[src/rtl/fetch_pkg.sv]
// Shared types and constants for the instruction fetch unit.
// Imported by the fetch top level and its next-pc helper.
package fetch_pkg;

    localparam int unsigned XLEN = 32;
    localparam logic [XLEN-1:0] NOP = 32'h0000_0013;

    typedef enum logic [1:0] {
        IDLE,
        BUSY,
        KILL
    } state_t;

    typedef enum logic [1:0] {
        PC_HOLD,
        PC_SEQ,
        PC_BRANCH
    } pc_sel_t;

endpackage

[src/rtl/fetch_pc_next.sv]
// Next fetch address selection: hold, sequential +4 or taken-branch target.
// Purely combinational; all additions wrap modulo 2^32.
module pc_next
    import fetch_pkg::*;
(
    input  pc_sel_t         sel,
    input  logic [XLEN-1:0] pc,
    input  logic [XLEN-1:0] addr,
    input  logic [XLEN-1:0] base,
    input  logic [XLEN-1:0] offset,
    output logic [XLEN-1:0] next
);

    always_comb begin
        next = pc;
        unique case (sel)
            PC_SEQ:    next = addr + 32'd4;
            PC_BRANCH: next = base + offset;
            default:   next = pc;
        endcase
    end

endmodule

[src/rtl/fetch.sv]
// Single-outstanding-request instruction fetch with a one-entry buffer.
// Requests launch combinationally from IDLE so a same-cycle ack gives 1 IPC.
module fetch
    import fetch_pkg::*;
#(
    parameter logic [XLEN-1:0] RESET_PC = 32'h0000_0000
)
(
    input  logic            clk,
    input  logic            rst,
    output logic            imem_req,
    output logic [XLEN-1:0] imem_addr,
    input  logic            imem_ack,
    input  logic [XLEN-1:0] imem_rdata,
    output logic [XLEN-1:0] instr,
    output logic [XLEN-1:0] instr_pc,
    output logic            instr_valid,
    input  logic            instr_ready,
    input  logic            PCsrc,
    input  logic [XLEN-1:0] ImmOp
);

    state_t          state;
    state_t          state_nx;
    pc_sel_t         sel;
    logic [XLEN-1:0] pc;
    logic [XLEN-1:0] pc_nx;
    logic [XLEN-1:0] req_addr;
    logic            consume;
    logic            redirect;
    logic            launch;
    logic            live;
    logic            ack;
    logic            keep;

    always_ff @(posedge clk) begin
        if (rst) state <= IDLE;
        else     state <= state_nx;
    end

    // A redirect in the launch cycle turns that request into a kill.
    always_comb begin
        consume   = instr_valid && instr_ready;
        redirect  = consume && PCsrc;
        launch    = (state == IDLE) && (!instr_valid || consume);
        live      = (state != IDLE) || launch;
        ack       = live && imem_ack;
        keep      = ((state == BUSY) || launch) && !redirect;
        imem_req  = live && !rst;
        imem_addr = (state == IDLE) ? pc : req_addr;
        state_nx  = state;
        sel       = PC_HOLD;
        if (ack)                   state_nx = IDLE;
        else if (live && redirect) state_nx = KILL;
        else if (launch)           state_nx = BUSY;
        if (redirect)              sel = PC_BRANCH;
        else if (ack && keep)      sel = PC_SEQ;
    end

    pc_next u_pc_next (
        .sel    (sel),
        .pc     (pc),
        .addr   (imem_addr),
        .base   (instr_pc),
        .offset (ImmOp),
        .next   (pc_nx)
    );

    always_ff @(posedge clk) begin
        if (rst) begin
            pc          <= RESET_PC;
            req_addr    <= RESET_PC;
            instr       <= NOP;
            instr_pc    <= '0;
            instr_valid <= 1'b0;
        end else begin
            pc <= pc_nx;
            if (launch) req_addr <= pc;
            if (ack && keep) begin
                instr       <= imem_rdata;
                instr_pc    <= imem_addr;
                instr_valid <= 1'b1;
            end else if (consume) begin
                instr_valid <= 1'b0;
            end
        end
    end

endmodule

[config.mk]
export PLATFORM = sky130hd
export DESIGN_NAME = fetch
export DESIGN_NICKNAME = d
export VERILOG_FILES = /design/src/rtl/fetch_pkg.sv /design/src/rtl/fetch_pc_next.sv /design/src/rtl/fetch.sv
export SDC_FILE = /design/constraint.sdc
export NUM_CORES = 1
export LEC_CHECK = 0
export CAP_MARGIN = 20
export CELL_PAD_IN_SITES_DETAIL_PLACEMENT = 0
export CELL_PAD_IN_SITES_GLOBAL_PLACEMENT = 2
export CORE_ASPECT_RATIO = 1.75
export CORE_MARGIN = 4
export CORE_UTILIZATION = 32
export CTS_CLUSTER_DIAMETER = 40
export DETAILED_ROUTE_END_ITERATION = 6
export GPL_TIMING_DRIVEN = 0
export MAX_ROUTING_LAYER = met4
export PLACE_DENSITY_LB_ADDON = 0.15
export RECOVER_POWER = 100
export SETUP_SLACK_MARGIN = 0.3
export SYNTH_ARGS = -nofsm -noshare
export SYNTH_HDL_FRONTEND = slang
export SYNTH_SLANG_ARGS = --single-unit
[constraint.sdc]
create_clock -name clk -period 6.6 [get_ports clk]
set_input_delay 1.32 -clock clk [delete_from_list [all_inputs] [get_ports clk]]
set_output_delay 1.32 -clock clk [all_outputs]
set_load 0.03 [all_outputs]
# Word-level counts from Yosys, hierarchy flattened
# Cells that the tools add are included.
# W data, S select, Z words.
[totals] ff_bits=131 wordCells=41
[op_classes] eq_ne=3 n_mux=8 addsub=2 reduce_logical=21
[ops] operator="$pmux W32 S2" count=1
[ops] operator="$add A32 B3 Y32 const B" count=1
[ops] operator="$add A32 B32 Y32" count=1
[ops] operator="$mux W32" count=1
[ops] operator="$logic_and A1 B1 Y1" count=8
[ops] operator="$reduce_bool A2 Y1" count=4
[ops] operator="$mux W2" count=3
[ops] operator="$eq A2 B1 Y1 const B" count=2
[ops] operator="$logic_not A1 Y1" count=3
[ops] operator="$logic_or A1 B1 Y1" count=3
[ops] operator="$mux W1" count=3
[ops] operator="$reduce_or A3 Y1" count=1
[ops] operator="$eq A2 B2 Y1 const B" count=1
[ops] operator="$logic_not A2 Y1" count=1
[ops] operator="$reduce_or A2 Y1" count=1

# Longest topological paths before layout
[logic_depth] depth_word=10 depth_mapped=16 ltp_nobuf=11

# Cells and area by module
# A second synthesis with hierarchy kept.
[unflattened] hier_cells=1072 area_unflattened_um2=8704.6
[by_module_without_submodules] mod="fetch" seq_area_each_um2=2622.5 area_per_inst_um2=5679.2 instances=1 cells_per_inst=621
[by_module_without_submodules] mod="pc_next" seq_area_each_um2=0.0 area_per_inst_um2=3025.4 instances=1 cells_per_inst=451

# Worst setup path after synthesis
# Ideal clock, no wire load.
[synth_timing] path_type="input to output" from="input rst" to="output imem_req" cell_stages=4 arrival_ns=2.379 t_required_ns=5.280 slack_ns=2.901 cell_sequence="clkbuf_1 > clkbuf_1 > clkbuf_1 > a21oi_1"
[synth_between] elab_chain_cells=2
[synth_lines] item="start: declaration" line_no="fetch.sv:10" text="input logic rst,"
[synth_lines] item="$logic_not A1 Y1" line_no="fetch.sv:49" text="imem_req = live && !rst;"
[synth_lines] item="$logic_and A1 B1 Y1" line_no="fetch.sv:49"
[synth_lines] item="end: declaration" line_no="fetch.sv:11" text="output logic imem_req,"
# No other way between the ends.

# Worst setup path after layout
[layout_timing] from="register state[0]" to="output imem_addr[20]"
[layout_between] elab_chain_cells=2
[layout_lines] item="start: declaration" line_no="fetch.sv:23" text="state_t state;"
[layout_lines] item="start signal: assignment" line_no="fetch.sv:38" text="else state <= state_nx;"
[layout_lines] item="$logic_not A2 Y1" line_no="fetch.sv:50" text="imem_addr = (state == IDLE) ? pc : req_addr;"
[layout_lines] item="$mux W32" line_no="fetch.sv:50"
[layout_lines] item="end: declaration" line_no="fetch.sv:12" text="output logic [XLEN-1:0] imem_addr,"
# No other way between the ends.

==> out/qor.yml <==
placement:
  gp_congestion: 0.913
  io_buffers: 165
  place.detailed.hpwl_um: 27300
floorplan:
  ios: 167
  fp.coreArea_um2: 24100
  fp-row-count: 75
  start_util_pct: 32.6
  die_y_um: 215
  die_area_um2: 27300
  die_x_um: 127
detailed_routing:
  totalWireLength_um: 34500
  drc: 0
  dr_wl_met2_um: 18900
  drt-met1-wl_um: 11800
  highest_layer: "met4"
  viasPerCell: 5.46
  wl_met3_um: 1540
  avgRoutedWirePerCell_um: 22.5
  drt_iter0_drc: 570
  firstDrtPassIters: 6
  routed-via-count: 8360
  antenna_left: 0
timing:
  min_period_over_period_pct: 86.5
  finalSetupTns_ns: 0
  maxSlewViolCount: 0
  hold_viol_final: 0
  rsz0062_at_grt: "false"
  fin_skew_ns: 0.00611
  period_needed_ns: 5.71
  tightestPinTransition_ns: 1.03
  fmax_ghz: 0.175
  whs_ns: 0.450
  finalSetupViolations: 0
  slew_headroom_pct: 29.1
critical_path:
  reg2reg_depth: 15
  crit_required_ns: 5.28
  startpoint: "state[0]"
  arrival_ns: 4.39
  crit_path_start_kind: "register"
  worstSetupPathType: "register to output pin"
  cp-end-kind: "output pin"
  worstPathMaxFanout: 10
  r2r_start: "state[0]"
finish:
  drive_above_1_share_pct: 5.40
  layout_commonest_cell: "nand2_1"
  area_growth_pct: 33.3
  utilization_pct: 43.5
  mostFrequentLayoutCells: "nand2_1 (207), dfxtp_1 (131), a21oi_1 (108)"
  diodes: 0
  seqCellArea_um2: 2620
  layout.nets: 1312
  n_fill_cell: 2534
  multi_input_area_um2: 4820
clock_tree:
  cts_root_buf: "clkbuf_16"
  path_clk_slew_ns: 0.06
  cts_made_buffers: 17
  cts.htree.levels: 4
  clkSinkCount: 131
  cts_tree: "yes"
  hold_buffers: 0
  post_cts_buffers: 0
  clk_path_buf_depth: 2
  ctsResizeCount: 0
  insertion_delay_ns: 0.43
synthesis:
  ys_dominant_reg_cell: "dfxtp_1"
  ys_seq_elements: 131
  ys_warn_count: 0
  synth-edff-count: 0
  netlist-cell-type-count: 82
  syn_nets: 1128
  seq_area_frac_synth_pct: 33.3
  synthCells: 1026
  syn_avg_cell_area_um2: 7.67
  netlist_area_um2: 7870
  async_reset_ff_share_pct: 0
grt:
  grt.overflow.total: 0
  grtUsageTotal_pct: 25.5
  grt_max_degree: 17
  grt_pass1_vias: 8659
  grt_first_pass_wirelength_um: 51100
  antenna_found_initial: 0
pwr:
  leakagePower_uw: 0.00448
  p_per_area_nw_per_um2: 241
  ir_drop_uv: 181
hold_path:
  hold_class: "register to register"
  worstHoldStart: "instr[30]"
  whs_path_depth: 2
status:
  status: "complete, no violations"
run:
  maxCapViolations: 0
worst paths after layout:
kind	end	slack (ns)
setup / recovery	imem_addr[20]	0.89
hold reg to reg	instr[30]	0.45
setup reg to reg	pc[26]	1.53
hold / removal	instr[30]	0.45
state kept, by name, indices dropped and copies added, names as in the netlist:
signal and cells:
instr 32, instr_pc 32, instr_valid 1, pc 32, req_addr 32, state 2
critical path, stage by stage (launching register included):
cell and delay [ns]:
dfxtp_1 0.35, buf_4 0.19, clkbuf_1 0.22, nor2_1 0.29
buf_2 0.35, clkbuf_1 0.57, clkbuf_1 0.50, mux2i_1 0.73
inv_1 0.11, clkdlybuf4s50_1 0.62
kinds of logic after synthesis:
family | after synthesis | share of synthesized area [%]
compound gates | 292 | 24.5
xor+xnor | 38 | 4.23
fa+ha+maj | 33 | 5.34
buf+inv | 98 | 5.17
flops | 131 | 33.3
mux | 23 | 2.97
simple gates | 411 | 24.5
per-stage QoR:
| stage | cells | area, um^2 | setup WS [ns] | power [uW] |
|---|---|---|---|---|
| 3_5_place_dp | 1499 | 9910 | 1.89 | 1550 |
| 4_1_cts | 1531 | 10500 | 1.44 | 2570 |
| 5_1_grt | 1531 | 10500 | 0.649 | 2640 |
| 3_3_place_gp | 1499 | 9910 | 1.88 | 1550 |
| 6_report | 1531 | 10500 | 0.893 | 2530 |
| 2_1_floorplan | 1026 | 7870 | 2.90 | 1270 |
power breakdown:
group	internal [uW]	switching [uW]	total, uW
combinational	222	407	629
sequential	839	48.9	888
clock	625	389	1010
cell type report:
cell class	instances	area share, %
tap	308	3.67
multi-input combinational	797	45.9
inverter	25	0.894
sequential	131	25.0
clock buffer	20	4.45
timing repair buffer	165	15.7
clock inverter	12	1.45
buffer	73	2.91
routing by layer:
layer	up-vias	global-route usage (%)
met5	-	-
met4	0	15.8
met3	91	4.23
met2	300	47.4
met1	3924	23.9
li1	4045	-
cells in the mapped netlist (all sizes together), types with 5 or more instances:
cell type	number	area [um^2]
xor2	13	114
nand4	12	90.1
buf	20	110
mux2i	20	200
nand2	207	777
o211a	10	100
nor2	88	330
a211oi	33	253
or2	6	37.5
a31oi	7	43.8
xnor2	25	219
ha	32	400
or3	5	31.3
a21o	18	136
nor4bb	5	50.1
o21ai	37	185
o211ai	14	105
clkbuf	53	203
o21a	5	37.5
and3	9	56.3
a221oi	8	76.3
o22ai	8	50.1
a21oi	108	541
dfxtp	131	2620
inv	25	93.8
nor4	6	37.5
a311oi	8	70.1
nand3	17	85.1
nor3	30	171
nor3b	5	42.5
(Power assumes the default switching activity.)
